===== src/rtl/regfile_pkg.sv =====
// Shared constants and types for the register-file access controller.
package regfile_pkg;

    localparam int NUM_REGS = 32;
    localparam int ADDR_W   = 5;
    localparam int DATA_W   = 8;

    // Controller phase: clearing the file, or serving the pipeline.
    typedef enum logic {
        INIT = 1'b0,
        RUN  = 1'b1
    } state_e;

    // Identity of a write-port requester.
    typedef enum logic {
        REQ_ALU = 1'b0,
        REQ_MEM = 1'b1
    } req_id_e;

endpackage


===== src/rtl/regfile_port_ctrl_rr_arb2.sv =====
// Two-requester round-robin arbiter for the shared register-file write port.
// A lone requester wins at once; on a tie the requester that did not win
// the previous grant goes first.
module rr_arb2
    import regfile_pkg::*;
(
    input  logic clk,
    input  logic rst,
    input  logic req_alu,
    input  logic req_mem,
    input  logic advance,
    output logic gnt_alu,
    output logic gnt_mem
);

    req_id_e last_winner;

    // Combinational grant: ties go to whoever did not win last time.
    always_comb begin
        gnt_alu = req_alu & (~req_mem | (last_winner == REQ_MEM));
        gnt_mem = req_mem & (~req_alu | (last_winner == REQ_ALU));
    end

    // Record the winner whenever a grant is consumed so the next tie flips.
    // NOTE: clocked state uses non-blocking assignments so every flop samples
    // pre-edge values regardless of block evaluation order.
    always_ff @(posedge clk) begin
        if (rst) begin
            last_winner <= REQ_MEM;
        end else if (advance) begin
            last_winner <= gnt_alu ? REQ_ALU : REQ_MEM;
        end
    end

endmodule


===== src/rtl/regfile_port_ctrl.sv =====
// Register-file access controller: clears the file after reset, arbitrates
// the single write port between ALU writeback and memory loads, and issues
// operand reads with a one-cycle stall on read-after-write collisions.
module regfile_port_ctrl #(
    parameter int                 ADDR_W     = regfile_pkg::ADDR_W,
    parameter int                 DATA_W     = regfile_pkg::DATA_W,
    parameter bit                 INIT_EN    = 1'b1,
    parameter logic [DATA_W-1:0]  INIT_VALUE = '0
) (
    input  logic              clk,
    input  logic              rst,
    output logic              ready,
    input  logic              alu_wr_req,
    input  logic [ADDR_W-1:0] alu_wr_addr,
    input  logic [DATA_W-1:0] alu_wr_data,
    output logic              alu_wr_gnt,
    input  logic              mem_wr_req,
    input  logic [ADDR_W-1:0] mem_wr_addr,
    input  logic [DATA_W-1:0] mem_wr_data,
    output logic              mem_wr_gnt,
    input  logic              rd_req,
    input  logic [ADDR_W-1:0] rd_a_addr,
    input  logic [ADDR_W-1:0] rd_b_addr,
    output logic              rd_gnt,
    output logic              rd_valid,
    output logic              rf_en_rd,
    output logic [ADDR_W-1:0] rf_ra_addr,
    output logic [ADDR_W-1:0] rf_rd_addr,
    output logic              rf_en_wd,
    output logic [ADDR_W-1:0] rf_wd_addr,
    output logic [DATA_W-1:0] rf_wd
);

    import regfile_pkg::*;

    localparam logic              ST_INIT   = INIT;
    localparam logic              ST_RUN    = RUN;
    localparam logic [ADDR_W-1:0] LAST_ADDR = '1;

    logic              state;
    logic [ADDR_W-1:0] init_cnt;
    logic              s1_valid;
    logic [ADDR_W-1:0] s1_addr;
    logic [DATA_W-1:0] s1_data;
    logic              grant_ok;
    logic              wr_any;
    logic              collide;

    assign ready = (state == ST_RUN);

    // No grant is handed out while reset is asserted, so requesters keep
    // holding and are served once the clear sequence finishes.
    assign grant_ok = ready & ~rst;

    rr_arb2 u_arb (
        .clk     (clk),
        .rst     (rst),
        .req_alu (alu_wr_req & grant_ok),
        .req_mem (mem_wr_req & grant_ok),
        .advance (wr_any),
        .gnt_alu (alu_wr_gnt),
        .gnt_mem (mem_wr_gnt)
    );

    assign wr_any = alu_wr_gnt | mem_wr_gnt;

    // A read may not see an address whose new value is still sitting in S1.
    assign collide    = s1_valid & ((rd_a_addr == s1_addr) | (rd_b_addr == s1_addr));
    assign rd_gnt     = rd_req & grant_ok & ~collide;
    assign rf_en_rd   = rd_gnt;
    assign rf_ra_addr = rd_a_addr;
    assign rf_rd_addr = rd_b_addr;

    // Write port source: the clear walker during INIT, otherwise stage S1.
    // NOTE: every output gets a value on every path, so no latch is inferred.
    always_comb begin
        if (state == ST_INIT) begin
            rf_en_wd   = 1'b1;
            rf_wd_addr = init_cnt;
            rf_wd      = INIT_VALUE;
        end else begin
            // A pending S1 write is dropped if reset arrives in its cycle.
            rf_en_wd   = s1_valid & ~rst;
            rf_wd_addr = s1_addr;
            rf_wd      = s1_data;
        end
    end

    // Phase control: walk every address once, then serve the pipeline.
    always_ff @(posedge clk) begin
        if (rst) begin
            state    <= INIT_EN ? ST_INIT : ST_RUN;
            init_cnt <= '0;
        end else if (state == ST_INIT) begin
            init_cnt <= init_cnt + 1'b1;
            if (init_cnt == LAST_ADDR) begin
                state <= ST_RUN;
            end
        end
    end

    // Control flags of the write stage and the read-valid pipe.
    always_ff @(posedge clk) begin
        if (rst) begin
            s1_valid <= 1'b0;
            rd_valid <= 1'b0;
        end else begin
            s1_valid <= wr_any;
            rd_valid <= rd_gnt;
        end
    end

    // Write stage payload; only meaningful while s1_valid is set.
    // NOTE: datapath registers are left out of reset; the valid flag alone
    // qualifies them.
    always_ff @(posedge clk) begin
        if (wr_any) begin
            s1_addr <= alu_wr_gnt ? alu_wr_addr : mem_wr_addr;
            s1_data <= alu_wr_gnt ? alu_wr_data : mem_wr_data;
        end
    end

endmodule


===== config.mk =====
export PLATFORM = sky130hd
export DESIGN_NAME = regfile_port_ctrl
export DESIGN_NICKNAME = d
export VERILOG_FILES = /design/src/rtl/regfile_pkg.sv /design/src/rtl/regfile_port_ctrl_rr_arb2.sv /design/src/rtl/regfile_port_ctrl.sv
export SDC_FILE = /design/constraint.sdc
export NUM_CORES = 1
export LEC_CHECK = 0
export ABC_AREA = 0
export ABC_CLOCK_PERIOD_IN_PS = 4000
export CORE_ASPECT_RATIO = 0.75
export CORE_MARGIN = 2
export CORE_UTILIZATION = 42
export DETAILED_ROUTE_END_ITERATION = 10
export PLACE_DENSITY = 0.86
export SLEW_MARGIN = 15
export SYNTH_ARGS = -nofsm -noshare
export SYNTH_HDL_FRONTEND = slang
export SYNTH_SLANG_ARGS = --single-unit

===== constraint.sdc =====
create_clock -name clk -period 4 [get_ports clk]
set_input_delay 0.8 -clock clk [delete_from_list [all_inputs] [get_ports clk]]
set_output_delay 0.8 -clock clk [all_outputs]
set_load 0.005 [all_outputs]

Word-level counts from Yosys, hierarchy flattened --
Index checks and enable logic that the tools add are counted.
Cells by class: equal/unequal tests 3, add/sub/neg operators 1, bitwise operators 18, mux-type cells 8
Operator list (number):
- $mux 8 | 2
- $eq 5x5->1 | 2
- $mux 5 | 2
- $and 1x1->1 | 9
- $add 5x1->5 const B | 1
- $eq 5x5->1 const B | 1
- $not 1->1 | 5
- $mux 1 | 4
- $or 1x1->1 | 4
Word-level totals: register bits 22, output and inout bits 30

Depth between registers and ports, before layout --
depth after elaboration 7, depth in mapped cells 6, mapped depth without buffers 5

Cells and area by module --
From an unflattened synthesis, not the netlist that was laid out.
Unflattened totals: cells, all modules 108, area total of the unflattened synthesis 1281.2 um2
By module, submodules not included:
- regfile_port_ctrl | seq. area each 550.5 um2, times used 1, cells an instance 101, area each 1214.9 um2
- rr_arb2 | seq. area each 20.0 um2, times used 1, cells an instance 7, area each 66.3 um2

Worst setup path before layout --
No wires, ideal clock.
kind input to output, start input port rst, end output port rf_en_rd, stages on the path 5, data required time 3.200 ns, data arrival time 1.626 ns, slack 1.574 ns, path buffers 2, path through buf_4 > nor2b_4 > o311ai_0 > a31oi_1 > buf_4
Between the ends: word-level cells in the longest chain between the ends 4
Ends and longest elaborated chain:
- start: declaration | line regfile_port_ctrl.sv:11 | input logic rst,
- $not 1->1 | line regfile_port_ctrl.sv:53 | assign grant_ok = ready & ~rst;
- $and 1x1->1 | line regfile_port_ctrl.sv:53
- $and 1x1->1 (2 in series) | line regfile_port_ctrl.sv:69 | assign rd_gnt = rd_req & grant_ok & ~collide;
- end: declaration | line regfile_port_ctrl.sv:26 | output logic rf_en_rd,
Every way passes these cells.

Worst setup path after layout --
Ends and elaborated chain as after synthesis.

==> summary.txt <==
Hold-fix buffers, CTS = 0
most common flop cell mapped by yosys = edfxtp_1
CTS clk-pin slew, worst paths = 80 ps
Most Used Layer, Global Route = met2
total grt overflow = 0
Max Cap Viol = 0
antenna cells = 0
GRT Overall Usage = 18.45%
RD Place Congestion = 0.7434
outcome = completed
largest net degree at the start of global routing = 24
Slew @ Worst Pin = 606.7 ps
Root Buffer Master = clkbuf_8
Final Hold Slack = 493.8 ps
core box area = 2957 sq um
Die Span X = 68.27 um
Layout Nets = 213
Leak Pwr = 0.7372 nW
CTS max path bufs = 2
clock sinks = 22
ys async rst share = 0%
first-pass GRT wire length = 4795 um
routed len/inst = 14.97 um
f_max = 287.5 MHz
register area = 570.5 sq um
average size of a mapped cell = 12.05 sq um
Final Max Tran Viols = 0
Final min period = 3478 ps
# rows = 17
CTS tree = built
Area Growth Syn to Fin = 53.37%
drt pass-1 iters = 4
met3 Usage GRT = 1.720%
setup bufs post-CTS = 0
Routed Antenna Nets = 0
CP Data Required Time = 3200 ps
Setup-failing EPs final = 0
initial antenna violation count = 0
number of global-route vias before repair = 1106
routing usage on met1 = 21.39%
warnings from Yosys = 0
Peak VDD IR = 229.0 uV
GR Util met2 = 33.82%
EDFF count, synth = 13
critical path launch point type = input pin
critical path class = input pin to output pin
H-tree levels = 1
share of layout cells above drive strength 1 = 15.98%
Detailed Route WL = 3099 um
clock latency on the worst-skew pair = 270 ps
CTS resizes = 0
CP arrival = 2680 ps
crit-path max FO = 9
vias post-DR = 1012
vias per cell = 4.889
pwr dens = 236.6 nW/um^2
Starting Density = 44.01%
Fill cells = 221
Hold WC Path Type = flip-flop to flip-flop
Residual DRC = 0
final period utilization = 86.94%
syn_nets = 151
Mapped Cells = 108
hpwl dp = 2454 um
CTS Buf Count = 3
io pins = 71
Setup TNS Final = 0 ps
Cell Area, Synth = 1301 sq um
post-synthesis sequential area ratio = 43.85%
Detailed Route Iter0 Violations = 15
library cells used by synthesis = 30
RSZ-0062 raised after global routing = false
clock skew = 4.043 ps
Relative slew margins = 59.56%
Final Hold Fails = 0
Multi-input gate area = 609.3 sq um
DIE HEIGHT = 52.21 um
Worst Setup End Kind = output pin
Yosys reg bits = 22
PortBufs = 70
die area = 3564 sq um
[layout make-up]
type | count | share of cell area, %
timing repair buffer | 72 | 35.86
multi-input combinational | 69 | 30.53
sequential | 22 | 28.59
tap | 38 | 2.382
clock buffer | 3 | 2.069
inverter | 2 | 0.3762
clock inverter | 1 | 0.1881
[power breakdown]
part | internal (mW) | total (mW) | switching, mW
clock network | 0.0687 | 0.144 | 0.0751
logic | 0.0618 | 0.0835 | 0.0216
registers | 0.242 | 0.245 | 0.00309
[cell families after synthesis]
| logic type | count (synthesis) | share of synthesized area [%] |
|---|---|---|
| adders and majority gates | 2 | 1.923 |
| AOI/OAI and AO/OA | 10 | 5.673 |
| muxes | 20 | 19.71 |
| xor gates and xnor gates | 13 | 8.750 |
| and+or+nand+nor | 24 | 10.77 |
| DFF | 22 | 43.85 |
| buffers and inverters | 17 | 9.326 |
[final timing paths]
check | from | end | slack, ps | cells past startpoint
setup / recovery | rst | rf_en_rd | 520 | 5
hold / removal | s1_valid$_SDFF_PP0_ | rd_valid$_SDFF_PP0_ | 490 | 1
hold reg to reg | s1_valid$_SDFF_PP0_ | rd_valid$_SDFF_PP0_ | 490 | 1
setup reg to reg | ready$_SDFF_PP0_ | s1_addr[0]$_DFFE_PP_ | 2360 | 5
[worst max-delay path, stage by stage]
cell             delay [ps]
clkdlybuf4s50_1         590
nor2b_4                 260
o311ai_0                190
a31oi_1                 260
clkdlybuf4s50_1         560
[metal layers]
metal  share of wire [%]  wire length [um]  vias to the layer above
li1                    -                 -                      490
met1                  41              1276                      477
met2                  53              1629                       37
met3                 3.9               122                        8
met4                 2.3                72                        0
met5                   0                 0                        -
[Yosys cell counts (2+ instances only)]
library cell	number	area, sq um
buf_4	12	90.09
o21a_1	2	15.01
inv_1	2	7.510
nor2_1	7	26.28
mux2_4	9	135.1
a31oi_1	3	18.77
edfxtp_1	13	390.4
mux2_2	9	101.4
mux2i_1	2	20.02
dfxtp_1	9	180.2
ha_1	2	25.02
a21oi_1	2	10.01
xor2_1	7	61.31
and2_1	8	50.05
xnor2_1	6	52.55
[registers in the layout (all words and copies together) (netlist names)]
| name | count |
|---|---|
| ready | 1 |
| s1_addr | 5 |
| u_arb.last_winner | 1 |
| init_cnt | 5 |
| s1_data | 8 |
| s1_valid | 1 |
| rd_valid | 1 |
[placed cells by master, fill, tap and decap left out, types with 2 or more instances in the layout]
master           instances
mux2_4                   9
mux2i_1                  2
ha_1                     2
dfxtp_1                  9
xnor2_1                  6
buf_4                    2
o21a_1                   2
mux2_2                   9
a21oi_1                  2
a31oi_1                  3
edfxtp_1                13
xor2_1                   7
and2_1                   8
clkdlybuf4s50_1         70
clkbuf_8                 3
inv_1                    2
nor2_1                   7
[per-stage QoR]
step	area (sq um)	cells	utilization, %	setup WS [ps]	total power, mW
after floorplan	1301	108	-	1574	0.2794
after global placement	1951	203	65.98	612.7	0.3305
after detailed placement	1951	203	65.98	524.6	0.3338
after CTS	1996	207	67.50	521.4	0.4721
after global routing	1996	207	67.50	394.7	0.4860
final	1996	207	67.50	522.3	0.4722
Note: power is estimated with default switching activity, not from simulation.
==> RTL change 1: new RTL, config.mk and constraints unchanged <==
`DATA_W`: 8 -> 10.
--- a/src/rtl/regfile_pkg.sv
+++ b/src/rtl/regfile_pkg.sv
@@ -3,7 +3,7 @@
 
     localparam int NUM_REGS = 32;
     localparam int ADDR_W   = 5;
-    localparam int DATA_W   = 8;
+    localparam int DATA_W   = 10;
 
     // Controller phase: clearing the file, or serving the pipeline.
     typedef enum logic {
Interface: changed (resized alu_wr_data, mem_wr_data and rf_wd); port bits go from 71 to 77. No check against the original RTL was run, so the function may have changed too.
==> RTL change 1 against the original RTL <==
Power increased by 5.9%. Worst setup slack improved by 32 ps. Sequential power increased by 9.4%. Wire length decreased by 1.9%. Synthesized area increased by 7.1%. Sequential cell count increased by 2. Core utilization decreased by 0.95 points. Design area increased by 7.4%. Largest cell class unchanged.
==> RTL change 1: results (changes against the original RTL) <==
stage,metric,value,unit,change
detailed_routing,dr_wl_met2,1510,µm,was 1630 µm
yosys,synth-xor-area-share,0.0817,,was 0.0875
yosys,synth_nets,161,,was 151
worst_setup_path,crit_arrival,2650,ps,was 2680 ps
detailed_routing,vias_per_cell,4.91,,was 4.89
clocking,cts_made_buffers,3,,unchanged
cells_and_area,finalCoreUtilization,0.666,,was 0.675
power_and_ir_drop,p_seq_frac,0.536,,was 0.519
detailed_routing,drtIter0Drc,29,,was 15
clocking,path_clk_slew,80,ps,about the same
global_routing,use_met3,0.0562,,was 0.0172
global_routing,met1_usage,0.176,,was 0.214
global_routing,use_met2,0.319,,was 0.338
detailed_routing,top_layer_used,met4,,unchanged
power_and_ir_drop,switching_power,98.0,µW,was 99.9 µW
yosys,synthTopCellsByCount,"edfxtp_1, buf_4, mux2_2",,"was edfxtp_1, buf_4, dfxtp_1, mux2_2, mux2_4"
global_routing,grt_usage,0.165,,was 0.185
placed_design,dp_slack,542,ps,was 525 ps
sta,worst_pin_slew,640,ps,was 607 ps
cells_and_area,final_cells,220,,was 207
yosys,synth_fa_ha_area_frac,0.0180,,was 0.0192
outcome,status,completed,,unchanged
cells_and_area,nNetsFinal,228,,was 213
global_routing,grt_max_degree,26,,was 24
cells_and_area,fillers,244,,was 221
clocking,ctsResizeCount,0,,unchanged
power_and_ir_drop,peakVddDrop,110,µV,was 229 µV
sta,skew,6.22,ps,was 4.04 ps
power_and_ir_drop,power.leakage,0.000826,µW,was 0.000737 µW
worst_setup_path,slowest_delay,550,ps,was 590 ps
power_and_ir_drop,clockPowerShare,0.289,,was 0.305
detailed_routing,routed-wl-met3,316,µm,was 122 µm
placed_design,postPlaceCellArea,2100,µm²,was 1950 µm²
detailed_routing,firstDrtPassIters,4,,unchanged
placed_design,hpwlAfterDp,2470,µm,was 2450 µm
clocking,htreeDepth,1,,unchanged
detailed_routing,wl_met1,1200,µm,was 1280 µm
global_routing,grt_pass1_wl,4730,µm,was 4800 µm
yosys,synth-compound-area-share,0.0377,,was 0.0567
clocking,clockBufferDepth,2,,unchanged
yosys,seq_area_frac_synth,0.452,,was 0.438
yosys,ys_top_cells_by_area,"edfxtp_1, dfxtp_1, mux2_4, mux2_2, buf_4",,unchanged
cells_and_area,reg_top3,"s1_data: 10 flops, init_cnt: 5 flops, s1_addr: 5 flops",,"was s1_data: 8 flops, init_cnt: 5 flops, s1_addr: 5 flops"
worst_setup_path,ff2ff_path_depth,2,,was 5
detailed_routing,routed_wirelength,3040,µm,was 3100 µm
yosys,synth.area.mux_share,0.200,,was 0.197
global_routing,grt_pass1_vias,1098,,was 1106
power_and_ir_drop,p_comb,87.7,µW,was 83.5 µW
placed_design,globalplace.congestion,0.861,,was 0.743
yosys,syn_inst,114,,was 108
cells_and_area,drive_gt1_frac,0.150,,was 0.160
placed_design,port_buffers,76,,was 70
yosys,synth_edf_count,15,,was 13
## RTL change 1: cell types whose count changed in the layout (fill, tap and decap cells not counted), sizes merged
cell           change
clkdlybuf4s50      +6
a21oi              -2
and2               +2
edfxtp             +2
mux2               +2
and2b              +1
and3               +1
buf                -1
clkbuf             +1
clkinv             -1
nand2              -1
nand2b             +1
nand3              +1
nor2b              -1
## RTL change 1: final timing paths
check / start / endpoint / slack (ps)
hold / removal: s1_valid$_SDFF_PP0_ / rd_valid$_SDFF_PP0_ / 490
hold reg to reg: s1_valid$_SDFF_PP0_ / rd_valid$_SDFF_PP0_ / 490
setup / recovery: rst / rf_en_rd / 550
setup reg to reg: ready$_SDFF_PP0_ / s1_data[1]$_DFFE_PP_ / 2530
## RTL change 1: final cells by class
type	instances	share of cell area
well taps	40	0.0234
repair buffers	77	0.358
inverters	2	0.00350
multi-input cells	73	0.299
clock buffers	4	0.0210
flip-flops and latches	24	0.294
==> RTL change 2: new RTL, config.mk and constraints unchanged <==
Made on the original files. Make the reset (`rst`) asynchronous in 3 clocked blocks.
--- a/src/rtl/regfile_port_ctrl_rr_arb2.sv
+++ b/src/rtl/regfile_port_ctrl_rr_arb2.sv
@@ -24,7 +24,7 @@
     // Record the winner whenever a grant is consumed so the next tie flips.
     // NOTE: clocked state uses non-blocking assignments so every flop samples
     // pre-edge values regardless of block evaluation order.
-    always_ff @(posedge clk) begin
+    always_ff @(posedge clk or posedge rst) begin
         if (rst) begin
             last_winner <= REQ_MEM;
         end else if (advance) begin
--- a/src/rtl/regfile_port_ctrl.sv
+++ b/src/rtl/regfile_port_ctrl.sv
@@ -87,7 +87,7 @@
     end
 
     // Phase control: walk every address once, then serve the pipeline.
-    always_ff @(posedge clk) begin
+    always_ff @(posedge clk or posedge rst) begin
         if (rst) begin
             state    <= INIT_EN ? ST_INIT : ST_RUN;
             init_cnt <= '0;
@@ -100,7 +100,7 @@
     end
 
     // Control flags of the write stage and the read-valid pipe.
-    always_ff @(posedge clk) begin
+    always_ff @(posedge clk or posedge rst) begin
         if (rst) begin
             s1_valid <= 1'b0;
             rd_valid <= 1'b0;
Function: differs if rst is asserted again (counterexample within 4 cycles, from zero or initial values and one cycle with rst high); with rst held inactive, the same outputs for 10 cycles.
==> RTL change 2 against the original RTL <==
Power up 12%. Largest cell class unchanged. Core utilization up 0.32 points. Worst setup slack better by 210 ps. Critical path depth up 1. Maximum frequency up 6.4%. Count of clock-buffer cells in the layout up 1. Die area down 2.8%. Wire length down 1.4%. Synthesized area down 3.0%. Design area down 1.7%. Sequential cell count unchanged. Non-clock buffer count down 1. Sequential power up 8.6%.
==> RTL change 2: results (changes against the original RTL) <==
stage,metric,value,unit,change
clocking,cts_setup_buffers,0,,unchanged
yosys,synth.distinct_cells,27,,was 30
yosys,synth_edf_count,13,,unchanged
sta,slew-limit-headroom,0.558,,was 0.596
global_routing,grt_pass1_vias,960,,was 1106
global_routing,grt_pass1_wl,4710,µm,was 4800 µm
global_routing,antenna_found_initial,0,,unchanged
sta,skew,3.71,ps,was 4.04 ps
clocking,cts_made_buffers,3,,unchanged
detailed_routing,vias_per_cell,4.77,,was 4.89
min_path,hp-class,reg2reg,,unchanged
power_and_ir_drop,power.leakage,0.000759,µW,was 0.000737 µW
yosys,syn_inst,99,,was 108
clocking,htreeDepth,1,,unchanged
cells_and_area,nNetsFinal,204,,was 213
placed_design,hpwlAfterDp,2480,µm,was 2450 µm
clocking,clock_latency,260,ps,
yosys,synth_nets,142,,was 151
yosys,ys_top_cells_by_area,"edfxtp_1, dfrtp_1, mux2_2, mux2_1, buf_4",,"was edfxtp_1, dfxtp_1, mux2_4, mux2_2, buf_4"
placed_design,globalplace.congestion,0.680,,was 0.743
clocking,clockRootBuffer,clkbuf_8,,unchanged
worst_setup_path,cp_max_fo,14,,was 9
detailed_routing,routed_wirelength,3060,µm,was 3100 µm
cells_and_area,reg_top3,"s1_data: 8 flops, init_cnt: 5 flops, s1_addr: 5 flops",,unchanged
cells_and_area,diodes,0,,unchanged
placed_design,dp_cells,194,,was 203
yosys,synthTopCellsByCount,"edfxtp_1, buf_4, mux2_2",,"was edfxtp_1, buf_4, dfxtp_1, mux2_2, mux2_4"
yosys,async_flop_share,0.409,,was 0
placed_design,port_buffers,70,,unchanged
clocking,ctsResizeCount,0,,unchanged
yosys,yosys_warnings,0,,unchanged
yosys,seq_area_frac_synth,0.489,,was 0.438
cells_and_area,drive_gt1_frac,0.119,,was 0.160
outcome,status,completed,,unchanged
detailed_routing,drtIter0Drc,18,,was 15
power_and_ir_drop,peakVddDrop,230,µV,was 229 µV
clocking,clockBufferDepth,2,,unchanged
placed_design,dp_slack,728,ps,was 525 ps
global_routing,use_met2,0.351,,was 0.338
global_routing,met1_usage,0.224,,was 0.214
detailed_routing,firstDrtPassIters,4,,unchanged
clocking,path_clk_slew,70,ps,
global_routing,grt_max_degree,23,,was 24
global_routing,use_met3,0.0330,,was 0.0172
detailed_routing,dr_total_vias,945,,was 1012
global_routing,grt_usage,0.191,,was 0.185
[RTL change 2: worst max-delay path, stage by stage]
cell	delay, ps
clkdlybuf4s50_1	480
nor2b_4	180
nand2_1	120
a21oi_4	130
buf_4	230
clkdlybuf4s50_1	530
[RTL change 2: path summary, 6_finish.rpt]
path | startpoint | endpoint | slack [ps] | depth (start not counted)
worst max-delay path | rst | alu_wr_gnt | 730 | 6
max in group asynchronous | rst | u_arb.last_winner$_DFFE_PP1P_ | 2770 | 2
worst min-delay path | s1_valid$_DFF_PP0_ | rd_valid$_DFF_PP0_ | 500 | 1
worst min register to register | s1_valid$_DFF_PP0_ | rd_valid$_DFF_PP0_ | 500 | 1
min in group asynchronous | rst | s1_valid$_DFF_PP0_ | 930 | 2
worst max register to register | ready$_DFF_PP0_ | s1_addr[0]$_DFFE_PP_ | 1830 | 5
[RTL change 2: area by class of cell]
type / count / area [µm²]
Fill cell: 227 / 931
Clock buffer: 4 / 45.0
Tap cell: 38 / 47.5
Inverter: 3 / 11.3
Multi-Input combinational cell: 60 / 533
Timing Repair Buffer: 71 / 708
Sequential cell: 22 / 617
[RTL change 2: through the flow]
stage / utilization / power, µW / hold slack, ps / instance area [µm²]
finish: 0.678 / 527 / 501 / 1960
global route: 0.678 / 552 / 532 / 1960
CTS: 0.678 / 533 / 504 / 1960
detailed placement: 0.663 / 398 / 492 / 1920
global placement: 0.663 / 393 / 484 / 1920
floorplan: - / 319 / 455 / 1260
[RTL change 2: cells by family (layout without fill, tap and decap cells)]
group	count (synthesis)	in the layout	share of synthesized area
DFF	22	22	0.489
muxes	20	20	0.178
and+or+nand+nor	18	18	0.0912
buffers and inverters	17	78	0.0892
xor gates and xnor gates	13	13	0.0902
AOI/OAI and AO/OA	7	7	0.0426
adders and majority gates	2	2	0.0198
[RTL change 2: per-layer routing]
| layer | routed length [µm] | up-vias |
|---|---|---|
| met1 | 1260 | 439 |
| met5 | 0 | - |
| met3 | 224 | 4 |
| li1 | - | 459 |
| met2 | 1530 | 43 |
| met4 | 43 | 0 |
[RTL change 2: where the power goes]
part	total [µW]	internal [µW]	switching, µW	leakage [µW]
Combinational	126	85.1	40.5	0.000498
Sequential	266	258	8.27	0.000239
Clock	136	70.9	64.7	0.0000228
Total	527	414	114	0.000759
